===== config.mk =====
export PLATFORM = sky130hd
export DESIGN_NAME = inv_cipher_iter
export DESIGN_NICKNAME = d
export VERILOG_FILES = /design/src/rtl/inv_cipher_iter.sv
export SDC_FILE = /design/constraint.sdc
export NUM_CORES = 2
export LEC_CHECK = 0
export CAP_MARGIN = 10
export CORE_AREA = 2 2 646 648
export CTS_BUF_LIST = sky130_fd_sc_hd__clkbuf_2
export CTS_CLUSTER_SIZE = 12
export DETAILED_ROUTE_END_ITERATION = 12
export DIE_AREA = 0 0 648 650
export PLACE_DENSITY = 0.45
export SYNTH_ARGS = -nofsm -noshare
export SYNTH_HDL_FRONTEND = slang
export SYNTH_SLANG_ARGS = --single-unit

===== constraint.sdc =====
create_clock -name clk -period 16.3 [get_ports clk]
set_clock_uncertainty 0.15 [all_clocks]
set_input_delay 1.63 -clock clk [delete_from_list [all_inputs] [get_ports clk]]
set_output_delay 1.63 -clock clk [all_outputs]
set_load 0.1 [all_outputs]

===== src/rtl/inv_cipher_iter.sv =====
// Purpose  : iterative AES inverse cipher (AES-128/192/256 via NK), one round per clock
//            (two rounds per clock when INV_CIPHER_2RPC_EN is defined).
// Latency  : accept cycle T -> out_valid in cycle T+NR+1 (T+NR/2+1 with INV_CIPHER_2RPC_EN).
// Backpres.: result held in DONE until out_ready; next block accepted in the same cycle
//            as the output handshake, so streaming throughput is one block per latency period.
// Ports    : clk/rst (async, active-high); in_valid/in_ready/in_data ciphertext in;
//            ik_sch expanded key, round key 0 in the MS 128-bit slice;
//            out_valid/out_ready/out_data plaintext out; busy high while rounds run.
// Macro    : INV_CIPHER_2RPC_EN selects two chained rounds per BUSY cycle.
module inv_cipher_iter #(
  parameter int NK = 4
) (
  input  logic                    clk,
  input  logic                    rst,
  input  logic                    in_valid,
  output logic                    in_ready,
  input  logic [127:0]            in_data,
  input  logic [(NK+7)*128-1:0]   ik_sch,
  output logic                    out_valid,
  input  logic                    out_ready,
  output logic [127:0]            out_data,
  output logic                    busy
);
  localparam int NR = NK + 6;
  localparam logic [3:0] NR_M1 = 4'(NR - 1);

  if (!(NK == 4 || NK == 6 || NK == 8)) begin : g_bad_nk
    $error("inv_cipher_iter: NK must be 4, 6 or 8");
  end

  // Inverse S-box, entry 0 in the most significant byte.
  localparam logic [2047:0] INV_SBOX = {
    128'h52096ad53036a538bf40a39e81f3d7fb, 128'h7ce339829b2fff87348e4344c4dee9cb,
    128'h547b9432a6c2233dee4c950b42fac34e, 128'h082ea16628d924b2765ba2496d8bd125,
    128'h72f8f66486689816d4a45ccc5d65b692, 128'h6c704850fdedb9da5e154657a78d9d84,
    128'h90d8ab008cbcd30af7e45805b8b34506, 128'hd02c1e8fca3f0f02c1afbd0301138a6b,
    128'h3a9111414f67dcea97f2cfcef0b4e673, 128'h96ac7422e7ad3585e2f937e81c75df6e,
    128'h47f11a711d29c5896fb7620eaa18be1b, 128'hfc563e4bc6d279209adbc0fe78cd5af4,
    128'h1fdda8338807c731b11210592780ec5f, 128'h60517fa919b54a0d2de57a9f93c99cef,
    128'ha0e03b4dae2af5b0c8ebbb3c83539961, 128'h172b047eba77d626e169146355210c7d
  };

  function automatic logic [7:0] inv_sbox(input logic [7:0] x);
    return INV_SBOX[{~x, 3'b000} +: 8];
  endfunction

  function automatic logic [7:0] xt(input logic [7:0] b);
    return {b[6:0], 1'b0} ^ (b[7] ? 8'h1b : 8'h00);
  endfunction

  // GF(2^8) multiply by a 4-bit constant (only 9/b/d/e are used).
  function automatic logic [7:0] gm(input logic [7:0] b, input logic [3:0] k);
    logic [7:0] b2, b4, b8;
    b2 = xt(b);
    b4 = xt(b2);
    b8 = xt(b4);
    return ({8{k[0]}} & b) ^ ({8{k[1]}} & b2) ^ ({8{k[2]}} & b4) ^ ({8{k[3]}} & b8);
  endfunction

  // One round: InvMixColumns is deferred to the start of the following round, so the
  // first round skips it and the last round naturally ends with AddRoundKey(key 0).
  function automatic logic [127:0] inv_round(input logic [127:0] s, input logic mix,
                                             input logic [127:0] rk);
    logic [127:0] t;
    logic [127:0] u;
    logic [7:0]   a0, a1, a2, a3;
    t = s;
    if (mix) begin
      for (int c = 0; c < 4; c++) begin
        a0 = s[127-32*c -: 8];
        a1 = s[119-32*c -: 8];
        a2 = s[111-32*c -: 8];
        a3 = s[103-32*c -: 8];
        t[127-32*c -: 8] = gm(a0, 4'he) ^ gm(a1, 4'hb) ^ gm(a2, 4'hd) ^ gm(a3, 4'h9);
        t[119-32*c -: 8] = gm(a0, 4'h9) ^ gm(a1, 4'he) ^ gm(a2, 4'hb) ^ gm(a3, 4'hd);
        t[111-32*c -: 8] = gm(a0, 4'hd) ^ gm(a1, 4'h9) ^ gm(a2, 4'he) ^ gm(a3, 4'hb);
        t[103-32*c -: 8] = gm(a0, 4'hb) ^ gm(a1, 4'hd) ^ gm(a2, 4'h9) ^ gm(a3, 4'he);
      end
    end
    u = '0;
    // Row r shifts right by r: out[r][c] = in[r][(c-r) mod 4], byte index r+4c.
    for (int c = 0; c < 4; c++) begin
      for (int r = 0; r < 4; r++) begin
        u[127-8*(r+4*c) -: 8] = inv_sbox(t[127-8*(r+4*((c-r+4)%4)) -: 8]);
      end
    end
    return u ^ rk;
  endfunction

  typedef enum logic [1:0] {S_IDLE = 2'd0, S_BUSY = 2'd1, S_DONE = 2'd2} state_t;

  state_t         r_state, w_state_nxt;
  logic [3:0]     r_rnd;
  logic [127:0]   r_st;
  logic           w_in_ready, w_accept;
  logic [127:0]   w_st_rnd, w_r0;

  // Round keys indexed by key number; padded to 16 so any 4-bit index is in range.
  logic [127:0]   w_rk [16];
  for (genvar k = 0; k < 16; k++) begin : g_rk
    if (k <= NR) begin : g_key
      assign w_rk[k] = ik_sch[(NR-k)*128 +: 128];
    end else begin : g_pad
      assign w_rk[k] = '0;
    end
  end

  // Round i uses key NR-1-i.
  assign w_r0 = inv_round(r_st, r_rnd != 4'd0, w_rk[NR_M1 - r_rnd]);

`ifdef INV_CIPHER_2RPC_EN
  localparam logic [3:0] RND_STEP = 4'd2;
  localparam logic [3:0] RND_LAST = 4'(NR - 2);
  logic [127:0] w_r1;
  assign w_r1     = inv_round(w_r0, 1'b1, w_rk[NR_M1 - r_rnd - 4'd1]);
  assign w_st_rnd = w_r1;
`else
  localparam logic [3:0] RND_STEP = 4'd1;
  localparam logic [3:0] RND_LAST = NR_M1;
  assign w_st_rnd = w_r0;
`endif

  always_comb begin
    w_state_nxt = r_state;
    w_in_ready  = 1'b0;
    case (r_state)
      S_IDLE: w_in_ready = 1'b1;
      S_BUSY: if (r_rnd == RND_LAST) w_state_nxt = S_DONE;
      S_DONE: begin
        if (out_ready) begin
          w_in_ready  = 1'b1;
          w_state_nxt = S_IDLE;
        end
      end
      default: w_state_nxt = S_IDLE;
    endcase
    w_accept = w_in_ready && in_valid;
    if (w_accept) w_state_nxt = S_BUSY;
  end

  always_ff @(posedge clk or posedge rst) begin
    if (rst) begin
      r_state <= S_IDLE;
      r_rnd   <= 4'd0;
      r_st    <= '0;
    end else begin
      r_state <= w_state_nxt;
      if (w_accept) begin
        r_st  <= in_data ^ w_rk[NR];
        r_rnd <= 4'd0;
      end else if (r_state == S_BUSY) begin
        r_st  <= w_st_rnd;
        // Hold at the last round index rather than stepping past NR-1.
        r_rnd <= (r_rnd == RND_LAST) ? r_rnd : r_rnd + RND_STEP;
      end
    end
  end

  assign in_ready  = w_in_ready && !rst;
  assign busy      = (r_state == S_BUSY);
  assign out_valid = (r_state == S_DONE);
  assign out_data  = (r_state == S_DONE) ? r_st : '0;

endmodule


Yosys cells after proc, flatten, opt, wreduce, memory -nomap -nowiden
Cells that the tools add are included.
{"block": "word_totals", "regBits": 134, "inputBits": 1540, "wordCells": 328}
{"block": "op_classes", "addsub": 2, "n_lt_le_gt_ge": 1, "n_eq_ne": 7, "shifts": 16, "n_mux": 64, "bitwise_logic": 227, "n_reduce_logical": 8}
{"cell": "variable part select 2048 x 12 -> 8 bit, first input constant", "n": 16}
{"cell": "bitwise XOR 8 bit", "n": 180}
{"cell": "two-way mux 128 bit", "n": 6}
{"cell": "binary-select mux 128 bit (select 4 bit)", "n": 1}
{"cell": "bitwise XOR 128 bit", "n": 2}
{"cell": "two-way mux 5 bit", "n": 48}
{"cell": "bitwise XOR 8 x 5 -> 8 bit", "n": 28}
{"cell": "inverter 8 bit", "n": 16}
{"cell": "two-way mux 4 bit", "n": 3}
{"cell": "two-way mux 2 bit", "n": 3}
{"cell": "inequality test 3 x 1 -> 1 bit, second input constant", "n": 2}
{"cell": "case mux 2 bit (3 select lines)", "n": 1}
{"cell": ">= comparator 5 bit, second input constant", "n": 1}
{"cell": "inverter 4 -> 5 bit", "n": 1}
{"cell": "adder 4 x 1 -> 4 bit, second input constant", "n": 1}
{"cell": "== test 4 bit, second input constant", "n": 1}
{"cell": "inequality test 2 bit, second input constant", "n": 2}
{"cell": "nonzero test 4 bit", "n": 1}
{"cell": "subtractor 4 bit, first input constant", "n": 1}
{"cell": "AND reduction 3 bit", "n": 1}
{"cell": "== test 2 x 1 -> 1 bit, second input constant", "n": 1}
{"cell": "== test 2 bit, second input constant", "n": 1}
{"cell": "logical AND 1 bit", "n": 2}
{"cell": "logical NOT 2 bit", "n": 1}
{"cell": "other kinds (5)", "n": 5}

Logic depth before layout (Yosys ltp)
{"block": "depth", "depth_word": 16, "ltp_mapped": 27}

Least setup slack after synthesis
No wires, ideal clock.
{"block": "synth_path", "path_type": "flip-flop to flip-flop", "startpoint": "register r_rnd[0]", "endpoint": "register r_st[127]", "setup_time_ns": 0.142, "t_arrival_ns": 6.461, "required_time_ns": 16.008, "slack_ns": 9.546, "stages_incl_launch_ff": 23, "path_buffers": 8, "period_less_slack_ns": 6.754, "path_cell_list": "dfrtp_1 > buf_1 > buf_1 > clkbuf_1 > clkbuf_1 > buf_1 > inv_1 > ha_1 > nand3_1 > buf_2 > buf_1 > mux2i_1 > inv_1 > ha_1 > clkbuf_1 > nor2_1 > nor2_1 > o211ai_1 > a21oi_1 > o311ai_0 > mux2_2 > a211oi_1 > o32ai_1"}
{"block": "synth_between", "elab_chain_cells": 8, "elab_cells_between_ends": 12, "classes_between": "add/sub: 1; shift: 1; mux: 6; bitwise: 3; reduce/logical: 1"}
{"item": "start, declared", "line_no": "93", "rtl": "logic [3:0] r_rnd;"}
{"item": "start signal, assigned", "line_no": "154", "rtl": "r_rnd <= (r_rnd == RND_LAST) ? r_rnd : r_rnd + RND_STEP;"}
{"item": "branches (longest 5 deep; another with variable part select 2048 x 12 -> 8 bit)"}
{"item": "bitwise XOR 128 bit (*)", "line_no": "87", "rtl": "return u ^ rk;"}
{"item": "two-way mux 128 bit (*)", "line_no": "151", "rtl": "end else if (r_state == S_BUSY) begin"}
{"item": "two-way mux 128 bit (*)", "line_no": "148", "rtl": "if (w_accept) begin"}
{"item": "end signal, assigned", "line_no": "149", "rtl": "r_st <= in_data ^ w_rk[NR];"}
{"item": "end signal, assigned", "line_no": "152", "rtl": "r_st <= w_st_rnd;"}
{"item": "end, declared", "line_no": "94", "rtl": "logic [127:0] r_st;"}
Mark *: on every way between the ends. The select of a mux whose other input is x is not followed.
A chain may end at the register's enable or synchronous reset.

Final worst setup path
{"block": "layout_path", "startpoint": "register r_rnd[0]", "endpoint": "register r_st[76]"}
Same word-level chain as after synthesis.

==> flow_summary_export.csv <==
group,metric,value,unit
detailed_routing,firstDrtPassIters,7,
cts,cts-buffers-inserted,21,
global_route,grt_pass1_wl,1120000,um
sta,hold_violations,0,
floorplan,rows,237,
final_layout,drive_above_1_share,0.107,
global_route,grt_max_degree,100,
detailed_routing,drc,0,
global_route,overflow,0,
yosys,ys.flop_type,"dfrtp_1",
cts,cts_hold_buffers,0,
setup_path,path_cells,"inv_1 -> ha_1 -> nor3b_4 -> buf_4 -> buf_4 -> buf_12 -> nor2_1 -> mux2i_1 -> nand2_1 -> inv_1 -> ha_1 -> o211ai_1 -> a21oi_1 -> a31oi_1 -> a221oi_1 -> a31oi_1 -> a2bb2o_1 -> a221oi_2 -> xnor2_1 -> a221oi_1",
final_layout,nets,14337,
setup_path,max_stage_delay,830,ps
floorplan,pin_count,1671,
yosys,syn_area,0.0829,mm2
place,numPortBuffers,1670,
detailed_routing,avgRoutedWirePerCell,46.9,um
cts,cts_resized,0,
detailed_routing,finalWirelength,873000,um
global_route,antenna_found_initial,428,
sta,setup_violations,0,
cts,cts.sinks,134,
cts,cts_max_level,4,
setup_path,crit_type,"register to register",
sta,period_needed,8080,ps
sta,slew_headroom,0.0886,
min_path,min_path_type,"register to register",
place,dp_hpwl,694000,um
setup_path,cp.arrival,9320,ps
cts,insertion_delay,1510,ps
sta,rsz0062_at_grt,"no",
yosys,synth.ff_latch_count,134,
run_status,status,"complete, no violations",
detailed_routing,final_antenna_net_count,0,
sta,fin_setup_tns,0,ps
cts,clk_pin_slew,350,ps
global_route,grt_use_total,0.394,
setup_path,crit_family,"compound AO/OA/AOI/OAI gates",
sta,min_period_over_period,0.495,
yosys,syn_area_per_cell,7.04,um2
floorplan,dieArea,0.421,mm2
detailed_routing,vias,118424,
cts,clockBufferDepth,3,
yosys,synth_cell_type_count,129,
setup_path,cp_max_fo,84,
floorplan,die_y,650,um
setup_path,required,17550,ps
detailed_routing,routed_via_density,6.36,
setup_path,crit_slowest_cell,"ha_1",
cts,cts-root-buf,"clkbuf_2",
setup_path,worst-path-buf-inv,5,
detailed_routing,drt_iter0_markers,20430,
yosys,synth_edf_count,0,
floorplan,core_area,0.415,mm2
yosys,async_flop_share,1.00,
flow_run,drv_cap,0,
sta,slew_viol_final,0,
sta,tightest_slew,1350,ps
cts,post_cts_buffers,0,
floorplan,initial_core_util,0.200,
setup_path,endpoint_kind,"register",
floorplan,fp.dieW,648,um
final_layout,syn_to_final_growth,29.4,%
yosys,syn_nets,13518,
yosys,ys.warnings.count,0,
sta,fmax,0.124,GHz
setup_path,crit_path_start_kind,"register",
yosys,seq_area_frac_synth,0.0405,
global_route,grt_pass1_vias,107589,
yosys,synth_cells,11766,
cts,cts_tree,"yes",
place,place.gp.congestion,1.08,
==> layout by cell type (no fill, tap or decap), drive strengths merged, types with 53 or more instances in the layout <==
master and instances:
nand3 308, a221oi 267, mux2i 117, a311oi 146, nor4 75, a21o 73
xnor2 530, o2111ai 109, a211o 56, a211oi 326, diode 524, o211ai 426
mux4 262, o31ai 88, o21a 58, nor2 1002, xnor3 189, a31oi 248
a22oi 62, nor3 422, a2111oi 68, buf 559, nand2 1143, and2 216
o32ai 54, a32oi 53, xor2 234, nand4 83, ha 212, inv 108
o221ai 137, o311ai 149, a21oi 1020, and3 58, o21ai 896, o22ai 151
mux2 181, clkdlybuf4s50 1664, dfrtp 134
==> cell usage after synthesis (246+ instances only) <==
cell      count  share of area
nand3_1     307          0.019
nor2_1      995          0.045
nand2_1    1142          0.052
nor3_1      419          0.025
o211ai_1    424          0.038
xnor2_1     508          0.054
a211oi_1    321          0.029
mux4_2      262          0.071
buf_2       308          0.019
a31oi_1     246          0.019
clkbuf_1    906          0.041
o21ai_0     839          0.051
a21oi_1    1011          0.061
a221oi_1    265          0.028
==> per-layer routing <==
layer,vias to the layer above,routed length [um],track usage
met5,-,1010,0
met2,9424,353000,0.556
li1,47793,-,-
met4,158,83800,0.312
met1,59087,331000,0.482
met3,1962,104000,0.135
==> registers in the layout (all words and copies together), names as in the netlist <==
name and flops:
r_st 128, r_rnd 4, r_state 2
==> cell families (layout without fill, tap and decap cells) <==
family / Yosys count / after routing / share of synthesized area
adders and majority gates: 213 / 213 / 0.0321
and+or+nand+nor: 3541 / 3541 / 0.195
other: 0 / 524 / 0
buffers and inverters: 1551 / 2380 / 0.0777
AOI/OAI and AO/OA: 4771 / 4771 / 0.395
DFF: 134 / 134 / 0.0405
muxes: 560 / 560 / 0.110
xor gates and xnor gates: 996 / 996 / 0.149
==> worst register-to-register path: cells and delay by family (launching register included) <==
kind / cells / cell delay [ps]
compound gates: 8 / 2480
mux: 1 / 190
simple gates: 3 / 1230
buf+inv: 5 / 2140
flops: 1 / 680
xor+xnor: 1 / 150
fa+ha+maj: 2 / 1040
==> area by class of cell <==
cell class | instances | area (um2)
Sequential cell | 134 | 3360
Antenna cell | 524 | 1310
Clock buffer | 22 | 110
Clock inverter | 11 | 165
Inverter | 124 | 479
Tap cell | 5497 | 6880
Timing Repair Buffer | 2223 | 20900
Fill cell | 46416 | 308000
Multi-Input combinational cell | 10081 | 74000
==> path summary, 6_finish.rpt <==
path                       slack [ps]  endpoint  cells past startpoint  startpoint
hold reg to reg                   420  r_st[86]                      2    r_st[86]
max in group asynchronous       13730  r_st[80]                      3         rst
setup / recovery                 8220  r_st[76]                     20    r_rnd[0]
hold / removal                    420  r_st[86]                      2    r_st[86]
min in group asynchronous         510  r_rnd[2]                      2         rst
setup reg to reg                 8220  r_st[76]                     20    r_rnd[0]
==> metrics by stage <==
stage	worst slack [ps]	std cells	util	cell area, um2	hold slack, ps
floorplan	9550	11766	-	82900	423
global placement	8440	18058	0.255	106000	367
detailed placement	8510	18059	0.255	106000	375
CTS	8530	18092	0.255	106000	427
global route	8070	18476	0.258	107000	462
finish	8220	18616	0.258	107000	422
Power is left out: the tool's default activity adds up to more than one toggle a clock period on the data nets, which glitch-free logic cannot reach.
